===== src/rtl/pdm_mic_ctrl.sv =====
// -----------------------------------------------------------------------------
// pdm_mic_ctrl
//
// Control and framing logic for a stereo PDM microphone front end.
//
// The block generates the microphone bit clock and the strobes that drive two
// external CIC decimators, one per channel. Left data is taken just before the
// rising edge of pdm_clk and right data just before the falling edge. Every
// DECIM PDM periods a decimation strobe (en_pcm) is issued. One cycle later the
// CIC outputs are captured. The first WARMUP captures after each start are
// thrown away while the CIC filters settle. Later captures go into a 4-entry
// stereo FIFO, which is drained through a valid/ready handshake.
//
// Ports
//   clk            system clock, all logic on the rising edge
//   reset          synchronous, active-high reset
//   start / stop   one-cycle capture requests
//   pdm_clk        microphone bit clock (low for phase < HALF)
//   en_left        left integrator strobe  (phase == HALF-1)
//   en_right       right integrator strobe (phase == 2*HALF-1)
//   en_pcm         comb-stage decimation strobe
//   cic_reset      reset to both CIC instances (held in IDLE and FLUSH)
//   pcm_left_in    left CIC output, W bits
//   pcm_right_in   right CIC output, W bits
//   out_valid      FIFO non-empty
//   out_ready      downstream accept
//   out_left/right FIFO head sample pair (0 when the FIFO is empty)
//   overflow       sticky flag; a RUN capture was dropped on a full FIFO
//   busy           state is not IDLE
// -----------------------------------------------------------------------------
module pdm_mic_ctrl #(
  parameter int W      = 16,
  parameter int HALF   = 10,
  parameter int DECIM  = 32,
  parameter int WARMUP = 2
) (
  input  logic         clk,
  input  logic         reset,
  input  logic         start,
  input  logic         stop,
  output logic         pdm_clk,
  output logic         en_left,
  output logic         en_right,
  output logic         en_pcm,
  output logic         cic_reset,
  input  logic [W-1:0] pcm_left_in,
  input  logic [W-1:0] pcm_right_in,
  output logic         out_valid,
  input  logic         out_ready,
  output logic [W-1:0] out_left,
  output logic [W-1:0] out_right,
  output logic         overflow,
  output logic         busy
);

  localparam int PH_W  = $clog2(2 * HALF);
  localparam int PER_W = (DECIM > 1) ? $clog2(DECIM) : 1;
  localparam int FR_W  = $clog2(WARMUP + 2);

  localparam logic [PH_W-1:0]  PH_LEFT  = PH_W'(HALF - 1);
  localparam logic [PH_W-1:0]  PH_HIGH  = PH_W'(HALF);
  localparam logic [PH_W-1:0]  PH_LAST  = PH_W'(2 * HALF - 1);
  localparam logic [PER_W-1:0] PER_LAST = PER_W'(DECIM - 1);
  localparam logic [FR_W-1:0]  FR_DONE  = FR_W'(WARMUP);

  typedef enum logic [1:0] {
    S_IDLE   = 2'd0,
    S_FLUSH  = 2'd1,
    S_WARMUP = 2'd2,
    S_RUN    = 2'd3
  } state_t;

  // Control state
  state_t            state_q,     state_d;
  logic [PH_W-1:0]   phase_q,     phase_d;
  logic [PER_W-1:0]  period_q,    period_d;
  logic [FR_W-1:0]   frame_q,     frame_d;
  logic              pdm_clk_q,   pdm_clk_d;
  logic              en_left_q,   en_left_d;
  logic              en_right_q,  en_right_d;
  logic              en_pcm_q,    en_pcm_d;
  logic              cap_q,       cap_d;
  logic              cic_reset_q, cic_reset_d;
  logic              busy_q,      busy_d;
  logic              overflow_q,  overflow_d;

  // FIFO control
  logic [1:0]        wr_ptr_q,    wr_ptr_d;
  logic [1:0]        rd_ptr_q,    rd_ptr_d;
  logic [2:0]        count_q,     count_d;
  logic              push;
  logic              pop;
  logic              act_d;

  // FIFO storage (data only, never reset)
  logic [W-1:0]      mem_left_q  [4];
  logic [W-1:0]      mem_right_q [4];

  always_comb begin
    state_d    = state_q;
    phase_d    = phase_q;
    period_d   = period_q;
    frame_d    = frame_q;
    overflow_d = overflow_q;
    en_pcm_d   = 1'b0;
    cap_d      = 1'b0;
    push       = 1'b0;
    pop        = (count_q != 3'd0) && out_ready;

    case (state_q)
      S_IDLE: begin
        // A start that coincides with a stop is ignored.
        if (start && !stop) begin
          state_d    = S_FLUSH;
          overflow_d = 1'b0;
        end
      end

      S_FLUSH: begin
        phase_d  = '0;
        period_d = '0;
        frame_d  = '0;
        if (stop) begin
          state_d = S_IDLE;
        end else begin
          state_d = (WARMUP == 0) ? S_RUN : S_WARMUP;
        end
      end

      S_WARMUP, S_RUN: begin
        if (stop) begin
          // Stopping zeroes the counters and drops any pending strobe or
          // capture, so IDLE always starts from a clean slate.
          state_d  = S_IDLE;
          phase_d  = '0;
          period_d = '0;
          frame_d  = '0;
        end else begin
          if (phase_q == PH_LAST) begin
            phase_d  = '0;
            period_d = (period_q == PER_LAST) ? '0 : period_q + PER_W'(1);
          end else begin
            phase_d  = phase_q + PH_W'(1);
          end

          // en_right_q marks the last phase of the period held in period_q,
          // so the decimation strobe lands in the cycle right after it.
          en_pcm_d = en_right_q && (period_q == PER_LAST);
          cap_d    = en_pcm_q;

          if (cap_q) begin
            if (state_q == S_WARMUP) begin
              frame_d = frame_q + FR_W'(1);
              if (frame_d == FR_DONE) begin
                state_d = S_RUN;
              end
            end else if ((count_q != 3'd4) || pop) begin
              // A pop in the same cycle frees a slot for this capture.
              push = 1'b1;
            end else begin
              overflow_d = 1'b1;
            end
          end
        end
      end

      default: state_d = S_IDLE;
    endcase

    // The PDM outputs are registered from the next-state values, so they
    // line up exactly with the phase counter they describe.
    act_d       = (state_d == S_WARMUP) || (state_d == S_RUN);
    pdm_clk_d   = act_d && (phase_d >= PH_HIGH);
    en_left_d   = act_d && (phase_d == PH_LEFT);
    en_right_d  = act_d && (phase_d == PH_LAST);
    cic_reset_d = (state_d == S_IDLE) || (state_d == S_FLUSH);
    busy_d      = (state_d != S_IDLE);

    wr_ptr_d = wr_ptr_q + {1'b0, push};
    rd_ptr_d = rd_ptr_q + {1'b0, pop};
    count_d  = count_q + {2'b00, push} - {2'b00, pop};
  end

  always_ff @(posedge clk) begin
    if (reset) begin
      state_q     <= S_IDLE;
      phase_q     <= '0;
      period_q    <= '0;
      frame_q     <= '0;
      pdm_clk_q   <= 1'b0;
      en_left_q   <= 1'b0;
      en_right_q  <= 1'b0;
      en_pcm_q    <= 1'b0;
      cap_q       <= 1'b0;
      cic_reset_q <= 1'b1;
      busy_q      <= 1'b0;
      overflow_q  <= 1'b0;
      wr_ptr_q    <= '0;
      rd_ptr_q    <= '0;
      count_q     <= '0;
    end else begin
      state_q     <= state_d;
      phase_q     <= phase_d;
      period_q    <= period_d;
      frame_q     <= frame_d;
      pdm_clk_q   <= pdm_clk_d;
      en_left_q   <= en_left_d;
      en_right_q  <= en_right_d;
      en_pcm_q    <= en_pcm_d;
      cap_q       <= cap_d;
      cic_reset_q <= cic_reset_d;
      busy_q      <= busy_d;
      overflow_q  <= overflow_d;
      wr_ptr_q    <= wr_ptr_d;
      rd_ptr_q    <= rd_ptr_d;
      count_q     <= count_d;
    end
  end

  always_ff @(posedge clk) begin
    if (push && !reset) begin
      mem_left_q[wr_ptr_q]  <= pcm_left_in;
      mem_right_q[wr_ptr_q] <= pcm_right_in;
    end
  end

  assign pdm_clk   = pdm_clk_q;
  assign en_left   = en_left_q;
  assign en_right  = en_right_q;
  assign en_pcm    = en_pcm_q;
  assign cic_reset = cic_reset_q;
  assign busy      = busy_q;
  assign overflow  = overflow_q;
  assign out_valid = (count_q != 3'd0);
  // The head is masked while the FIFO is empty, so stale storage never shows.
  assign out_left  = out_valid ? mem_left_q[rd_ptr_q]  : '0;
  assign out_right = out_valid ? mem_right_q[rd_ptr_q] : '0;

endmodule


===== config.mk =====
export PLATFORM = sky130hd
export DESIGN_NAME = pdm_mic_ctrl
export DESIGN_NICKNAME = d
export VERILOG_FILES = /design/src/rtl/pdm_mic_ctrl.sv
export SDC_FILE = /design/constraint.sdc
export NUM_CORES = 1
export LEC_CHECK = 0
export CELL_PAD_IN_SITES_DETAIL_PLACEMENT = 1
export CELL_PAD_IN_SITES_GLOBAL_PLACEMENT = 1
export CORE_ASPECT_RATIO = 0.6
export CORE_UTILIZATION = 44
export CTS_BUF_LIST = sky130_fd_sc_hd__clkbuf_4
export DETAILED_ROUTE_END_ITERATION = 6
export PLACE_DENSITY_LB_ADDON = 0.1
export SYNTH_ARGS = -nofsm -noshare
export SYNTH_HDL_FRONTEND = slang
export SYNTH_SLANG_ARGS = --single-unit

===== constraint.sdc =====
create_clock -name clk -period 5.4 [get_ports clk]
set_input_delay 0.81 -clock clk [delete_from_list [all_inputs] [get_ports clk]]
set_output_delay 0.81 -clock clk [all_outputs]
set_load 0.005 [all_outputs]

==> run summary, run 1 <==
The pin count of the biggest net entering global routing is 34. The die outline area came out at roughly 15000 um2. The detailed placement HPWL came out at just under 8 mm. Yosys instantiated no cell more often than sky130_fd_sc_hd__edfxtp_1. The repair_antennas step left the layout with diodes totalling 0. The transition time at the pin with the least slew margin is ~0.90 ns. In this run the most used layer during global routing was met2. TritonCTS built the clock tree. The initial core utilization came out at 45.4%.

The cell sitting at the root of the clock tree is a sky130_fd_sc_hd__clkbuf_4. The total of max-cap violations came out at 0. The CTS clock-pin slew for the worst setup and hold paths came out at ~0.13 ns.

The count of hold buffers inserted by post-cts repair came out at 0. The max-slew headroom at the worst pin is 40.0%. Yosys mapped a number of flops with a built-in enable equal to approximately 130.

The worst-case reg-to-reg path depth is 8. The top cell type by total area after synthesis is sky130_fd_sc_hd__edfxtp_1. The total internal power is between 2 and 2.5 mW.

The via count of the first global-routing pass is between 3k and 4k. The part of the power in registers is 47.0%. The flip-flop and latch area is ~4400 um2. The wire length per cell after detailed routing is ~19 um.

The worst setup path is captured at an output pin. For this design, the sink count on the clock tree is between 150 and 200. The leakage power figure is around 2.4 nW. The clock tree buffer depth came out at 2. Global routing consumed, on the met1 layer, between 20 and 30% of the routing resources. Of the total power, the share spent switching nets is between 20% and 30%. The mean instance size in the synthesized netlist came out at between 15 and 20 um2. Cells with a size suffix above 1 make up about a fifth of the layout. For this run, the number of Yosys warnings is 0. The net switching power came out at between 0.7 and 0.8 mW. The run finished with clean final reports. The floorplan die width came out at approximately 160 um. The signed area change from the synthesized netlist to the final layout is 21.9%. The worst clock skew is 0.0269 ns. The number of H-tree branching levels came out at 4. The source-to-sink clock delay at the later pin of the worst-skew pair is about 0.53 ns. In this run the cell area measured after placement is between 7000 and 8000 um2.

In the global route stage, met2 resource usage came out at 27.1%. Summing every instance area after synthesis gives about 6200 um2. The critical path data arrival time came out at between 2 and 3 ns.

The largest voltage drop on the vdd net came out at approximately 150 uV. The fraction of the cycle the final worst path needs is between 60% and 70%. The area occupied by multi-input gates is roughly 1700 um2.

The final layout contains routed wiring with a total length of 12.3 mm. The design draws a little under 3 mW. The worst-case hold slack came out at 0.458 ns. The core region is approximately 14000 um2. STA classifies the critical path startpoint as a flip-flop. The power per standard cell area came out at 387 nW/um2. The worst hold path passes through 2 cells. The top cell type's share of synthesized area came out at roughly three fifths.

The net count of the finished layout is about 490. Routability-driven placement finished with a final weighted congestion of 0.762. The number of rows created at floorplan is 33. The first-pass GRT wire length is between 15 and 20 mm. Setup repair after global routing left no endpoint under its margin. The gate count of the mapped netlist is between 300 and 400. The total CTS buffers came out at 17. The number of pins exceeding their max-slew limit in the final report is 0. The number of remaining DRC errors came out at 0. The synthesized design contains roughly 160 register bits. The aggregate global-route resource usage is between 10% and 20%.

The final-report setup violation count came out at 0. The number of nets in the synthesized netlist is 398. The final-layout setup total negative slack came out at 0 ns.

The proportion of register bits with asynchronous set or reset after synthesis is 0%. The data required time of the worst path is about 4.6 ns. The number of failing hold endpoints at the final stage came out at 0. The layout filler cell count is ~1.3k. The number of instances resized during post-cts repair came out at 0. The number of top-level design ports came out at 77. After routing the design area is about 7600 um2.

The critical path is of the flip-flop to output pin type. The class of the tightest hold or removal check is flip-flop to flip-flop. The via count normalized by instance count came out at ~5.2. The routed layout has around 3.4k vias.

The number of buffers added on ports came out at 76. The met3 global-route usage came out at between 3 and 4%. Yosys attributes the largest share of cell area to sky130_fd_sc_hd__edfxtp_1, sky130_fd_sc_hd__mux4_2, sky130_fd_sc_hd__dfxtp_1, sky130_fd_sc_hd__and2_1, sky130_fd_sc_hd__ha_1. The part of the power in combinational logic came out at a little over a quarter. The post-route antenna net violation count is 0. The final critical-path required period came out at 3.70 ns. The post-CTS setup buffer count came out at 0.

The pre-antenna-repair detailed-routing pass consisted of 4 iterations. The final global-route overflow total came out at 0. The top flip-flop cell by instance count after synthesis is sky130_fd_sc_hd__edfxtp_1. The number of different library cells in the post-synthesis netlist is 47. The initial antenna violation count is 0. In this run the vertical extent of the chip is 94.1 um. The number of DRC violations after detailed-routing iteration 0 came out at around 110. By count the netlist is led by sky130_fd_sc_hd__edfxtp_1, sky130_fd_sc_hd__and2_1, sky130_fd_sc_hd__mux4_2. The highest attainable clock frequency came out at 270 MHz. Of all nets on the critical path, the largest fanout is 17. The part of the total power dissipated in the clock network came out at 26.8%. The proportion of synthesized chip area in sequential cells is between 70 and 80%.
## critical path: stages (launching register included)
cell                              delay, ns
sky130_fd_sc_hd__dfxtp_2               0.73
sky130_fd_sc_hd__buf_4                 0.44
sky130_fd_sc_hd__mux4_2                0.55
sky130_fd_sc_hd__and2_1                0.19
sky130_fd_sc_hd__clkdlybuf4s50_1       0.44
## per-layer routing
metal | vias to the layer above | wire [um]
li1 | 1569 | -
met1 | 1722 | 5950
met2 | 90 | 5590
met3 | 8 | 651
met4 | 0 | 83
met5 | - | 0
## per-stage QoR
stage / std cells / setup WS (ns) / util, %
final: 647 / 1.70 / 55.4
after global routing: 647 / 1.45 / 55.4
after CTS: 647 / 1.55 / 55.4
after detailed placement: 615 / 1.99 / 53.0
after global placement: 615 / 2.06 / 53.0
after floorplan: 354 / 0.0708 / -
## flip-flops by register name, summed over array words and instances (netlist names), 2 cells and up
signal       flops
rd_ptr_q         2
wr_ptr_q         2
period_q         5
mem_right_q     64
state_q          2
frame_q          2
phase_q          5
count_q          3
mem_left_q      64
## final timing paths
kind	startpoint	endpoint	slack [ns]
min reg2reg	en_right$_SDFF_PP0_	en_pcm$_SDFF_PP0_	0.46
min	en_right$_SDFF_PP0_	en_pcm$_SDFF_PP0_	0.46
max	rd_ptr_q[0]$_SDFF_PP0_	out_left[6]	1.70
max reg2reg	state_q[1]$_SDFF_PP0_	count_q[2]$_SDFF_PP0_	2.90
## layout make-up
cell class / count / area share (%)
Sequential cell: 157 / 58.3
Multi-Input combinational cell: 172 / 22.7
Timing Repair Buffer: 87 / 11.1
Tap cell: 192 / 3.16
Clock inverter: 15 / 2.69
Clock buffer: 17 / 1.68
Inverter: 7 / 0.346
## layout by cell type (no fill, tap or decap), drive strengths merged, types with 5 or more instances in the layout
cell type      synthesis  final
edfxtp               128    128
a211oi                 5      5
inv                    7     13
clkdlybuf4s50          0     76
and2                  34     34
clkbuf                 8     17
ha                     6      6
nand2                  5      5
dfxtp                 29     29
a21oi                 11     11
xnor2                  5      5
mux4                  32     32
buf                   10     11
nor2                  15     15
## power by group through the flow
| stage | sequential, mW | clock, mW | combinational (mW) |
|---|---|---|---|
| 6_report | 1.38 | 0.789 | 0.768 |
| 3_3_place_gp | 1.41 | 0 | 0.775 |
| 3_5_place_dp | 1.41 | 0 | 0.781 |
| 4_1_cts | 1.39 | 0.815 | 0.786 |
| 2_1_floorplan | 1.36 | 0 | 0.428 |
| 5_1_grt | 1.39 | 0.851 | 0.840 |
## kinds of logic after synthesis
logic type	share of synthesized area, %
buffers and inverters	1.79
AND/OR/NAND/NOR	9.57
adder cells (fa/ha/maj)	1.53
flip-flops	71.1
XOR/XNOR	1.13
AO/OA/AOI/OAI	3.18
multiplexers	11.7
(Power assumes the default switching activity.)
==> run 2: changes to the inputs <==
- CORE_UTILIZATION: 44 -> 49
- clock period: 5.4 -> 3.8 ns (I/O delays scaled with it)
==> run summary, run 2 (synthesized netlist as in run 1, its figures left out) <==
The number of pins exceeding their max-slew limit in the final report is 0. The routability congestion estimate is around 0.84. CTS placed an instance of sky130_fd_sc_hd__clkbuf_4 at the clock tree root. Setup violations remaining at the end of the flow were counted as 0.

The total length of routed wires is about 13 mm. The clock passes through at most 2 buffers. The data required time of the worst path is around 3.2 ns. After legalization and detailed placement, the total HPWL measured slightly above 8 mm.

Headroom to the max-slew limit came out at 37.6%. The signed area change from the synthesized netlist to the final layout is 20.4%. The power consumption came out at 4.09 mW. In the routed design, unresolved DRC markers number 0. The number of buffers added on ports is 76. For this block, the initial DRC count from the detailed router was between 150 and 200. The vias after detailed routing came out at between 3k and 4k. The final-layout setup total negative slack is 0 ns. The fraction of the cycle the final worst path needs is between 80% and 90%. Based on the critical path, the design can be clocked at up to slightly above 300 MHz. The pin count of the biggest net entering global routing is 34. The initial antenna violation count is 0. The number of rows created at floorplan came out at 31. TritonCTS built the clock tree. The first-pass iteration count of the detailed router is 6. The number of failing hold endpoints at the final stage is 0. The later pin in the worst-skew pair is clocked with a latency of roughly 0.55 ns.

The total of max-cap violations is 0. The floorplan die width is roughly 150 um. In the routed layout, each cell is associated on average with a via count of around 5.5.

The antenna diode count is 0. The die outline area came out at around 13000 um2. The count of placed standard cells including taps is just under 600. The worst-case hold slack is ~0.47 ns. By startpoint and endpoint, the worst setup path is classified as flip-flop to output pin. The number of H-tree branching levels came out at 4. The run finished with clean final reports. The proportion of layout cells with a drive suffix above 1 is 18.2%. Counting every sink on the clock net gives 157. In the layout the commonest cells are sky130_fd_sc_hd__edfxtp_1, sky130_fd_sc_hd__clkdlybuf4s50_1, sky130_fd_sc_hd__and2_1, sky130_fd_sc_hd__mux4_2, sky130_fd_sc_hd__dfxtp_1.

The maximum fanout along the worst path is 24. The post-CTS setup buffer count is 0. The layout filler cell count came out at about 1.1k. The wire length per cell after detailed routing is approximately 21 um.

The leakage power figure is ~2.4 nW. The class of the tightest hold or removal check is flip-flop to flip-flop. For the pin with the worst max-slew slack, the measured transition is approximately 0.94 ns. The post-route antenna net violation count came out at 0. The slowest library cell on the worst path is sky130_fd_sc_hd__dfxtp_2. The total CTS buffers is 17.

Setup repair after global routing left no endpoint under its margin. The die extent in y came out at about 89 um. The worst stage delay on the critical path came out at ~0.63 ns. The via count of the first global-routing pass is ~3.5k. The count of non-filler cells in the finished layout is about 620. The number of top-level design ports is between 70 and 80. After clock tree synthesis, the repair step resized 0 gates. The worst clock skew is around 0.022 ns.

The final global-route overflow total came out at 0. The critical path goes through buf_12 -> mux4_2 -> and2_1 -> clkdlybuf4s50_1. The CTS clock-pin slew for the worst setup and hold paths is 0.14 ns.

The worst setup path is launched from a flip-flop. The critical path data arrival time is 2.65 ns. The final critical-path required period came out at approximately 3.2 ns.

In the final layout, the registers with the most flip-flops are mem_left_q x64, mem_right_q x64. The power per standard cell area is about 550 nW/um2. The first-pass GRT wire length is between 15 and 20 mm.

Leaving out fill and tap cells, the most frequent cell in the layout is sky130_fd_sc_hd__edfxtp_1. STA classifies the critical path endpoint as an output pin. The initial core utilization is between 50% and 60%. The largest voltage drop on the vdd net came out at 270 uV.

The total core area came out at 12200 um2. Global routing used between 20% and 30% of the available tracks. The count of hold buffers inserted by post-cts repair came out at 0. In the final design database the tool counted 482 nets.
## run 2: changes by cell type in the layout (fill, tap and decap cells not counted), sizes merged
cell / delta
buf: -4
clkinv: +3
bufinv: -2
clkinvlp: -1
## run 2: power breakdown
group,leakage (nW),internal [mW],switching (mW)
logic,0.859,0.715,0.420
clock network,0.148,0.348,0.648
registers,1.39,1.88,0.0757
total,2.39,2.94,1.14
## run 2: worst max-delay path: cells and delay by family, from the launching register on
kind	cells	cell delay [ns]
buf+inv	2	0.74
mux	1	0.52
simple gates	1	0.20
flops	1	0.63
## run 2: layer usage
metal | global-route usage [%] | wire (um) | up-vias
met4 | 8.15 | 142 | 0
li1 | - | - | 1555
met1 | 30.3 | 6390 | 1732
met2 | 32.5 | 5740 | 90
met5 | 0 | 0 | -
met3 | 5.05 | 595 | 14
## run 2: worst paths after layout
path	slack [ns]	end	depth (start not counted)	startpoint
setup reg to reg	1.18	count_q[2]$_SDFF_PP0_	8	state_q[1]$_SDFF_PP0_
setup / recovery	0.58	out_left[12]	4	rd_ptr_q[0]$_SDFF_PP0_
hold / removal	0.47	en_pcm$_SDFF_PP0_	2	en_right$_SDFF_PP0_
hold reg to reg	0.47	en_pcm$_SDFF_PP0_	2	en_right$_SDFF_PP0_
## run 2: area by class of cell
cell class                      instances  area [um2]  share of cell area (%)
Clock inverter                         15         158                    2.10
Tap cell                              165         206                    2.76
Sequential cell                       157        4430                    59.1
Multi-Input combinational cell        172        1720                    23.0
Timing Repair Buffer                   83         826                    11.0
Clock buffer                           17         128                    1.70
Inverter                                7        26.3                   0.351
## run 2: stage by stage
step / instance area [um2] / worst slack, ns / utilization, %
floorplan: 6220 / -1.29 / -
global placement: 7210 / 0.688 / 59.0
detailed placement: 7210 / 0.565 / 59.0
CTS: 7490 / 0.484 / 61.3
global route: 7490 / 0.392 / 61.3
finish: 7490 / 0.584 / 61.3
==> patch, RTL diff (flow settings as in run 2) <==
Re-encode `state_t` (4 states) as one-hot, 4 bits wide.
--- a/src/rtl/pdm_mic_ctrl.sv
+++ b/src/rtl/pdm_mic_ctrl.sv
@@ -63,11 +63,11 @@
   localparam logic [PER_W-1:0] PER_LAST = PER_W'(DECIM - 1);
   localparam logic [FR_W-1:0]  FR_DONE  = FR_W'(WARMUP);
 
-  typedef enum logic [1:0] {
-    S_IDLE   = 2'd0,
-    S_FLUSH  = 2'd1,
-    S_WARMUP = 2'd2,
-    S_RUN    = 2'd3
+  typedef enum logic [3:0] {
+    S_IDLE   = 4'b0001,
+    S_FLUSH  = 4'b0010,
+    S_WARMUP = 4'b0100,
+    S_RUN    = 4'b1000
   } state_t;
 
   // Control state
Function: same outputs for any inputs over 10 cycles, from zero or initial values and one cycle with reset high; not proved beyond that.
==> patch against run 2 <==
  * Utilization up 1.1 points
  * Synthesized area up 2.8%
  * Sequential share of layout area down 1.3 points
  * Sequential cell count up 2
  * Global-route usage up 1.1 points
  * Worst hold slack better by 20 ps
  * Setup slack better by 47 ps
  * Maximum frequency up 1.5%
  * Clock skew down 2.2 ps
  * Routed wire length up 5.9%
  * Final area up 3.1%
  * Power up 3.0%
  * Largest cell class unchanged
==> patch: results (changes against run 2) <==
outcome:
  status: "finished, final reports clean"  # unchanged
synthesis:
  yosys-top-cells-area: "edfxtp_1 60%, mux4_2 11%, dfxtp_1 9.7%"  # was edfxtp_1 62%, mux4_2 12%, dfxtp_1 9.3%
  syn_inst: 375  # was 354
  synth_common_cells: "128 x edfxtp_1, 44 x nor2b_1, 32 x mux4_2, 31 x dfxtp_1, 16 x nor2_1"  # was 128 x edfxtp_1, 34 x and2_1, 32 x mux4_2, 29 x dfxtp_1, 15 x nor2_1
  muxShareOfSynthArea_pct: 11.3  # was 11.7%
  synthXorXnorAreaFrac_pct: 1.39  # was 1.13%
  synth-compound-area-share_pct: 3.19  # was 3.18%
  yosysSeqAreaShare_pct: 69.8  # was 71.1%
finish:
  fillCellCount: 1104  # was 1092
  multi_input_cells: 188  # was 172
  inverters: 9  # was 7
  utilization_pct: 62.4  # was 61.3%
  drive_gt1_share_pct: 19.3  # was 18.2%
  clockNetworkAreaShare_pct: 4.24  # was 3.81%
  multi_input_area_um2: 1820  # was 1720 um2
  finalNetCount: 509  # was 482
global_route:
  grt_pass1_vias: 3838  # was 3519
  track_usage_pct: 22.5  # was 21.3%
  grt_use_met2_pct: 33.7  # was 32.5%
  grtUsageMet1_pct: 32.5  # was 30.3%
  grt_pass1_wl_um: 22000  # was 19900 um
detailed_routing:
  drt_iter0_drc: 164  # was 172
  met1_length_um: 6450  # was 6390 um
  dr_wl_met2_um: 6250  # was 5740 um
  avgRoutedWirePerCell_um: 21.3  # was 20.9 um
  num_vias: 3496  # was 3391
  first_pass_iters: 4  # was 6
power:
  p_clk_share_pct: 27.0  # was 24.4%
  finalPower_mw: 4.21  # was 4.09 mW
die:
  die_w_um: 149  # was 148 um
worst_setup_path:
  slowest_delay_ps: 950  # was 630 ps
  crit_family: "flip-flops"  # was buffers and inverters
  worstPathArrival_ps: 2600  # was 2650 ps
  cp_max_fo: 33  # was 24
  reg2reg_setup_slack_ps: 1010  # was 1180 ps
  r2r_start: "state_q[0]$_SDFF_PP1_"  # was state_q[1]$_SDFF_PP0_
timing:
  whs_ps: 486  # was 466 ps
  skew_ps: 19.9  # was 22.2 ps
  worst_pin_slew_ps: 905  # was 935 ps
clock_tree:
  clk_pin_slew_ps: 160  # was 140 ps
  clock-sinks: 159  # was 157
placement:
  dp_hpwl_um: 9340  # was 8070 um
  dpl.cell_count: 609  # was 584
  routabilityCongestion: 0.826  # was 0.841
  place_area_um2: 7400  # was 7210 um2
  place_ws_ps: 405  # was 565 ps
hold_path:
  hold_path_end: "frame_q[1]$_SDFFE_PP0P_"  # was en_pcm$_SDFF_PP0_
## patch: cell types whose count changed in the layout (fill, tap and decap cells not counted), moves of 3 or more
cell / delta
nor2b_1: +40
and2_1: -34
nor3_1: +6
buf_4: +4
nand2_1: +4
nand2b_1: -4
nand3_1: +4
a211oi_1: -3
a22oi_1: -3
and3_1: -3
## patch: how the worst max path moves through the flow
stage | startpoint | endpoint | slack (ps) | depth (start not counted)
after CTS | rd_ptr_q[1]$_SDFF_PP0_ | out_right[7] | 550 | 3
after floorplan | stop | mem_left_q[2][0]$_DFFE_PP_ | 190 | 6
after global placement | stop | count_q[2]$_SDFF_PP0_ | 480 | 10
after global routing | rd_ptr_q[0]$_SDFF_PP0_ | out_right[7] | 460 | 4
after detailed placement | stop | count_q[2]$_SDFF_PP0_ | 410 | 10
final | rd_ptr_q[1]$_SDFF_PP0_ | out_right[7] | 630 | 3
